### config.mk
export PLATFORM = sky130hd
export DESIGN_NAME = prim_pad_attr_ctrl
export DESIGN_NICKNAME = d
export VERILOG_FILES = /design/src/rtl/prim_pad_attr_pkg.sv /design/src/rtl/prim_pad_attr_seq.sv /design/src/rtl/prim_pad_attr_ctrl.sv
export SDC_FILE = /design/constraint.sdc
export NUM_CORES = 1
export LEC_CHECK = 0
export BUFFER_PORTS_ARGS = -buffer_cell sky130_fd_sc_hd__buf_2
export CORE_ASPECT_RATIO = 0.75
export CORE_MARGIN = 8
export CORE_UTILIZATION = 45
export DETAILED_ROUTE_END_ITERATION = 8
export GPL_ROUTABILITY_DRIVEN = 0
export GPL_TIMING_DRIVEN = 0
export MAX_ROUTING_LAYER = met4
export PLACE_DENSITY = 0.76
export SYNTH_ARGS = -nofsm -noshare
export SYNTH_HDL_FRONTEND = slang
export SYNTH_SLANG_ARGS = --single-unit
### constraint.sdc
create_clock -name clk_i -period 1.6 [get_ports clk_i]
set_clock_uncertainty 0.2 [all_clocks]
set_input_delay 0.08 -clock clk_i [delete_from_list [all_inputs] [get_ports clk_i]]
set_output_delay 0.08 -clock clk_i [all_outputs]
set_load 0.05 [all_outputs]
### src/rtl/prim_pad_attr_pkg.sv
// Shared types, attribute bit positions and the WARL mask helper
// for the multi-pad attribute controller.
package prim_pad_attr_pkg;

   typedef enum logic [1:0] {
      PadBidir = 2'd0,
      PadInput = 2'd1,
      PadNone  = 2'd2
   } pad_type_e;

   typedef enum logic [1:0] {
      ApplyIdle   = 2'd0,
      ApplyPad    = 2'd1,
      ApplySettle = 2'd2,
      ApplyDone   = 2'd3
   } apply_state_e;

   localparam int unsigned AttrInvert    = 0;
   localparam int unsigned AttrVirtOdEn  = 1;
   localparam int unsigned AttrPullEn    = 2;
   localparam int unsigned AttrPullSel   = 3;
   localparam int unsigned AttrKeeperEn  = 4;
   localparam int unsigned AttrSchmittEn = 5;
   localparam int unsigned AttrOdEn      = 6;
   localparam int unsigned AttrSlewRate  = 7;
   localparam int unsigned AttrDriveLsb  = 8;
   localparam int unsigned AttrDriveMsb  = 11;
   localparam int unsigned AttrInDisable = 12;
   localparam int unsigned AttrCoreW     = 13;
   localparam int unsigned AttrMaxW      = 64;

   // Bits above the defined map are reserved and never writable.
   function automatic logic [AttrMaxW-1:0] warl_mask(
      input int unsigned pad_type,
      input int unsigned dw
   );
      logic [AttrMaxW-1:0] m;
      m = '0;
      if (pad_type == 32'(PadBidir)) begin
         m[AttrCoreW-1:0] = '1;
      end else if (pad_type == 32'(PadInput)) begin
         m[AttrInvert]    = 1'b1;
         m[AttrPullEn]    = 1'b1;
         m[AttrPullSel]   = 1'b1;
         m[AttrKeeperEn]  = 1'b1;
         m[AttrSchmittEn] = 1'b1;
         m[AttrInDisable] = 1'b1;
      end
      for (int i = 0; i < AttrMaxW; i++) begin
         if (i >= int'(dw)) m[i] = 1'b0;
      end
      return m;
   endfunction

endpackage

### src/rtl/prim_pad_attr_seq.sv
// Apply sequencer: walks the pads in order on commit, inserting a
// settle gap between consecutive pad updates.
module prim_pad_attr_seq
   import prim_pad_attr_pkg::*;
#(
   parameter int unsigned NumPads      = 4,
   parameter int unsigned SettleCycles = 2,
   parameter int unsigned IdxW         = 2
) (
   input  logic            clk,
   input  logic            rst_n,
   input  logic            commit,
   output logic            apply_en,
   output logic [IdxW-1:0] apply_idx,
   output logic            busy,
   output logic            done
);

   localparam int unsigned CntW =
      (SettleCycles > 1) ? $clog2(SettleCycles) : 1;
   localparam logic [IdxW-1:0] LastIdx = IdxW'(NumPads - 1);
   localparam logic [CntW-1:0] CntInit = CntW'(SettleCycles - 1);

   apply_state_e    state_q, state_d;
   logic [IdxW-1:0] idx_q, idx_d;
   logic [CntW-1:0] cnt_q, cnt_d;

   always_ff @(posedge clk or negedge rst_n) begin
      if (!rst_n) begin
         state_q <= ApplyIdle;
         idx_q   <= '0;
         cnt_q   <= '0;
      end else begin
         state_q <= state_d;
         idx_q   <= idx_d;
         cnt_q   <= cnt_d;
      end
   end

   always_comb begin
      state_d  = state_q;
      idx_d    = idx_q;
      cnt_d    = cnt_q;
      apply_en = 1'b0;
      done     = 1'b0;
      unique case (state_q)
         ApplyIdle: begin
            if (commit) begin
               state_d = ApplyPad;
               idx_d   = '0;
            end
         end
         ApplyPad: begin
            apply_en = 1'b1;
            if (idx_q == LastIdx) begin
               state_d = ApplyDone;
            end else if (SettleCycles == 0) begin
               idx_d = idx_q + 1'b1;
            end else begin
               state_d = ApplySettle;
               cnt_d   = CntInit;
            end
         end
         ApplySettle: begin
            if (cnt_q == '0) begin
               state_d = ApplyPad;
               idx_d   = idx_q + 1'b1;
            end else begin
               cnt_d = cnt_q - 1'b1;
            end
         end
         ApplyDone: begin
            done    = 1'b1;
            state_d = ApplyIdle;
         end
         default: state_d = ApplyIdle;
      endcase
   end

   assign apply_idx = idx_q;
   assign busy      = (state_q != ApplyIdle);

endmodule

### src/rtl/prim_pad_attr_ctrl.sv
// Multi-pad attribute controller: WARL shadow registers behind a
// req/gnt register port, applied to live outputs by the sequencer.
module prim_pad_attr_ctrl
   import prim_pad_attr_pkg::*;
#(
   parameter int unsigned NumPads          = 4,
   parameter int unsigned AttrDw           = 13,
   parameter int unsigned PadType          = 1,
   parameter int unsigned SettleCycles     = 2,
   parameter logic [AttrDw-1:0] ResetAttr  = '0,
   localparam int unsigned AddrW =
      (NumPads > 1) ? $clog2(NumPads) : 1
) (
   input  logic                      clk_i,
   input  logic                      rst_ni,
   input  logic                      req_i,
   input  logic                      we_i,
   input  logic [AddrW-1:0]          addr_i,
   input  logic [AttrDw-1:0]         wdata_i,
   output logic                      gnt_o,
   output logic                      rvalid_o,
   output logic [AttrDw-1:0]         rdata_o,
   input  logic                      commit_i,
   output logic                      busy_o,
   output logic                      done_o,
   output logic [NumPads*AttrDw-1:0] attr_o,
   output logic [AttrDw-1:0]         warl_mask_o
);

   localparam logic [AttrDw-1:0] Mask =
      AttrDw'(warl_mask(PadType, AttrDw));
   localparam logic [AttrDw-1:0] ResetVal = ResetAttr & Mask;
   localparam logic [AddrW:0] PadLimit = (AddrW + 1)'(NumPads);

   logic [AttrDw-1:0] shadow_q [NumPads];
   logic [AttrDw-1:0] live_q   [NumPads];
   logic [AttrDw-1:0] rd_word;
   logic [AttrDw-1:0] rdata_q;
   logic              rvalid_q;
   logic              gnt;
   logic              addr_ok;
   logic              wr_acc;
   logic              rd_acc;
   logic              apply_en;
   logic [AddrW-1:0]  apply_idx;
   logic              busy;
   logic              done;

   prim_pad_attr_seq #(
      .NumPads      (NumPads),
      .SettleCycles (SettleCycles),
      .IdxW         (AddrW)
   ) u_seq (
      .clk       (clk_i),
      .rst_n     (rst_ni),
      .commit    (commit_i),
      .apply_en  (apply_en),
      .apply_idx (apply_idx),
      .busy      (busy),
      .done      (done)
   );

   // The register port stalls for the whole apply sequence.
   assign gnt     = req_i & ~busy;
   assign addr_ok = ({1'b0, addr_i} < PadLimit);
   assign wr_acc  = gnt & we_i & addr_ok;
   assign rd_acc  = gnt & ~we_i;

   always_comb begin
      rd_word = '0;
      for (int k = 0; k < int'(NumPads); k++) begin
         if (addr_ok && addr_i == AddrW'(k)) rd_word = shadow_q[k];
      end
   end

   always_ff @(posedge clk_i or negedge rst_ni) begin
      if (!rst_ni) begin
         for (int k = 0; k < int'(NumPads); k++) begin
            shadow_q[k] <= ResetVal;
            live_q[k]   <= ResetVal;
         end
      end else begin
         for (int k = 0; k < int'(NumPads); k++) begin
            if (wr_acc && addr_i == AddrW'(k)) begin
               shadow_q[k] <= wdata_i & Mask;
            end
            if (apply_en && apply_idx == AddrW'(k)) begin
               live_q[k] <= shadow_q[k];
            end
         end
      end
   end

   // rdata is cleared on every non-read cycle so it is 0 when idle.
   always_ff @(posedge clk_i or negedge rst_ni) begin
      if (!rst_ni) begin
         rvalid_q <= 1'b0;
         rdata_q  <= '0;
      end else begin
         rvalid_q <= rd_acc;
         rdata_q  <= rd_acc ? rd_word : '0;
      end
   end

   for (genvar k = 0; k < int'(NumPads); k++) begin : g_attr
      assign attr_o[k*AttrDw +: AttrDw] = live_q[k];
   end

   assign gnt_o       = gnt;
   assign rvalid_o    = rvalid_q;
   assign rdata_o     = rdata_q;
   assign busy_o      = busy;
   assign done_o      = done;
   assign warl_mask_o = Mask;

endmodule

==> results.md <==
Floorplanning:
- The die boundary width is 109 um.
- The initial utilization of the core area, before any placement, comes to 0.462.
- The region available for standard cell placement spans 6260 sq um.
- The standard-cell row count is 25.
- In this run the vertical extent of the chip is 85.4 um.
- The die covers 9270 sq um.
- During I/O placement, the number of pins put on the boundary was 102.

Power and ir drop:
- Dividing total power by cell area gives a power density of 1950 nW/um^2.
- For this design the static power due to leakage is 0.00205 uW.
- The share of total power consumed by net switching is 0.405.
- The worst-case IR drop observed on VDD is 771 uV.
- Cell internal power was estimated by the tool at 4460 uW.
- Overall power consumption after layout is estimated at 7500 uW.
- The part of the power in the clock network is 0.225.
- The analysis attributes to net switching a power of 3040 uW.
- The combinational share of power is 0.438.
- The part of the power in registers is 0.337.

Drt:
- Wires add up to 6240 um.
- The first detailed-routing pass took 4 iterations.
- In the final routed layout, each cell accounts on average for 15.2 um.
- Signal routing reaches up to met4.
- The via total after detailed routing is 1806.
- For this block, wires on met1 add up to 2690 um.
- The via density per instance is 4.40.
- Summed over all nets, wire length on met2 after detailed routing comes to 2830 um.
- Detailed routing placed a total of 615 um of wire on met3.
- The detailed router finished its first iteration with 51 violations.
- The number of remaining DRC errors is 0.
- The post-route antenna net violation count is 0.

Min path:
- The type of the most critical hold path is input port to flop.

Synthesis:
- The most used flip-flop cell after synthesis is sky130_fd_sc_hd__dfrtp_1.
- The mean area per synthesized cell is 13.6 sq um.
- The count of warnings emitted by yosys is 0.
- The number of flops mapped to enable cells by yosys is 0.
- Synthesis produced a netlist whose cell count is 212.
- The count of different cell masters after synthesis is 22.
- The cell area that synthesis handed to floorplanning was 2890 sq um.
- The synthesized design contains 60 register bits.
- The register area share after synthesis is 0.520.
- After synthesis, the share of flip-flops with an asynchronous set or reset is 1.00.

STA:
- The count of final hold-check violations is 0.
- The minimum period implied by the final worst setup slack is 1660 ps.
- The share of the clock period used by the worst path is 1.04.
- The final setup violation count is 15.
- Setup repair after global routing could not meet its margin everywhere.
- For the pin with the worst max-slew slack, the measured transition is 744 ps.
- The number of slew-limit violations in the final report was 0.
- The achievable clock frequency is 601 MHz.
- Summed over all failing endpoints, the final setup total negative slack is -436 ps.
- The worst slew margin relative to its limit is 0.504.
- Setup slack on the critical path of the routed design comes to -63.2 ps.

Critical path:
- The category of the critical setup timing path is flop to flop.
- The worst setup path is captured at a flop.
- Counting both buffers and inverters, the worst setup path holds a total of 0.
- Data on the critical path is required at its endpoint by 1620 ps.
- The category of cells accounting for the largest share of critical-path delay is simple AND/OR/NAND/NOR gates.
- The biggest fanout along the worst timing path is 6.
- The worst setup path is launched from a flop.
- The largest single stage delay on the critical path is 420 ps.
- The library cell contributing the largest single delay on the critical path is sky130_fd_sc_hd__dfrtp_2.
- Walking the worst path, the cells encountered are and4bb_4 -> and3_4 -> mux2_4.
- The data arrival time at the worst-slack endpoint is 1680 ps.

Clock network:
- The clock sink total is 60.
- In this run the number of H-tree levels came out at 3.
- The clock buffer count from CTS is 9.
- The CTS root buffer is sky130_fd_sc_hd__clkbuf_8.
- Clock-pin slew was measured on the worst setup and hold paths at 70 ps.
- TritonCTS built the clock tree.
- The clock network latency to the later pin of the worst-skew pair is 330 ps.
- No sink is reached through more buffers than the 2 on the longest clock path.

Place:
- In this run, placement finished with an instance count of 383.
- The HPWL after detailed placement is 4570 um.
- The number of input and output port buffers inserted is 44.

Global route:
- The global-route wire length before repair is 9870 um.
- The number of global-route vias before repair is 1871.
- The initial antenna violation count is 0.
- The pin count of the biggest net entering global routing is 61.
- The overall fraction of global-route tracks in use is 0.143.
- Global routing finished with a remaining overflow of 0.

Cells and area:
- The number of filler instances in the final layout is 506.
- The signed area change from the synthesized netlist to the final layout is 32.9%.
- Across the whole layout, storage elements account for 1500 sq um.
- The number of diodes is 0.
- The library cells used most frequently in the layout, excluding fill and tap cells, are sky130_fd_sc_hd__dfrtp_1 (58), sky130_fd_sc_hd__buf_4 (54), sky130_fd_sc_hd__conb_1 (48), sky130_fd_sc_hd__mux2_2 (43), sky130_fd_sc_hd__buf_2 (42).
- In the final layout, the share of cells above drive strength 1 is 0.562.
- Summing all multi-input logic gate instances after layout gives 1220 sq um.
- The final layout contains 348 nets.
- The library cell used most frequently in the layout, excluding fill and tap cells, is sky130_fd_sc_hd__dfrtp_1.
- After the flow finishes, the layout carries non-filler instances totaling 410.

Outcome:
- The flow ran to the end, but the final reports show violations.
- The checks that failed: negative setup slack.

Run:
- Max-cap violations in this run came to 0.
==> synthesized netlist by cell type (all sizes together) (2+ instances only) <==
cell	n	area, sq um
o21bai	2	15.0
inv	5	18.8
nand2	6	22.5
a22o	3	26.3
and2	2	12.5
conb	2	7.51
mux2	49	574
dfrtp	60	1500
nor2	4	15.0
mux4	6	135
nor2b	7	43.8
buf	52	385
o21ai	3	15.0
nand3b	3	30.0
ha	4	50.1
==> layout make-up <==
class / count / share of cell area
buffer: 51 / 0.0981
multi-input combinational: 140 / 0.318
clock inverter: 6 / 0.0290
inverter: 5 / 0.00489
timing repair buffer: 57 / 0.0962
sequential: 60 / 0.392
clock buffer: 10 / 0.0359
tap: 81 / 0.0264
==> repair_timing <==
action | 4_1_cts | 5_1_grt
gates resized for setup | 17 | 7
endpoints found under the hold margin | 87 | 60
pin swaps | 1 | 2
setup buffers | 3 | 2
endpoints found under the setup margin | 51 | 50
gates cloned | 0 | 0
hold buffers | 7 | 1
==> tightest hold or removal path, cell delays in order <==
cell,delay (ps)
sky130_fd_sc_hd__buf_2,90
sky130_fd_sc_hd__nand3b_1,270
sky130_fd_sc_hd__inv_1,70
==> registers in the layout, summed over array words and instances (netlist names) <==
| name | cells |
|---|---|
| rdata_o | 6 |
| u_seq.apply_idx | 2 |
| attr_o | 24 |
| shadow_q | 24 |
| u_seq.cnt_q | 1 |
| u_seq.state_q | 2 |
| rvalid_o | 1 |
==> worst paths after layout <==
path | slack [ps] | endpoint | cells after the start | startpoint
min in group asynchronous | 150 | u_seq.cnt_q | 2 | rst_ni
hold / removal | 20 | rvalid_o | 3 | we_i
hold reg to reg | 300 | attr_o[42] | 1 | attr_o[42]
max in group asynchronous | 530 | u_seq.apply_idx[0] | 2 | rst_ni
setup reg to reg | -60 | shadow_q[5] | 3 | u_seq.state_q[0]
setup / recovery | -60 | shadow_q[5] | 3 | u_seq.state_q[0]
==> stage by stage <==
| step | instance area, sq um | hold WS, ps | utilization | worst slack, ps |
|---|---|---|---|---|
| final | 3840 | 18.1 | 0.614 | -63.2 |
| after global routing | 3840 | 43.2 | 0.614 | -88.1 |
| after CTS | 3760 | -125 | 0.602 | -73.8 |
| after detailed placement | 3400 | 171 | 0.543 | -186 |
| after global placement | 3400 | 159 | 0.543 | -176 |
| after floorplan | 3070 | -416 | - | -111 |
==> kinds of logic (layout without fill, tap and decap cells) <==
logic type / after synthesis / count (layout) / share of synthesized area
buf+inv: 58 / 129 / 0.141
simple gates: 24 / 24 / 0.0507
flops: 60 / 60 / 0.520
other cells: 2 / 48 / 0.00260
mux: 56 / 56 / 0.249
compound gates: 8 / 8 / 0.0195
fa+ha+maj: 4 / 4 / 0.0173
==> power by group through the flow <==
stage               registers (uW)  clock network (uW)  logic, uW
floorplan                     3280                   0       1530
global placement              2500                   0       2900
detailed placement            2540                   0       2950
CTS                           2520                1710       3110
global route                  2620                1780       3470
finish                        2530                1690       3280
==> layer usage <==
| metal | GRT usage | vias to the layer above |
|---|---|---|
| met2 | 0.205 | 72 |
| met3 | 0.0621 | 10 |
| li1 | - | 861 |
| met4 | 0.0632 | 0 |
| met5 | - | - |
| met1 | 0.170 | 863 |
Power figures use the tool's default switching activity.
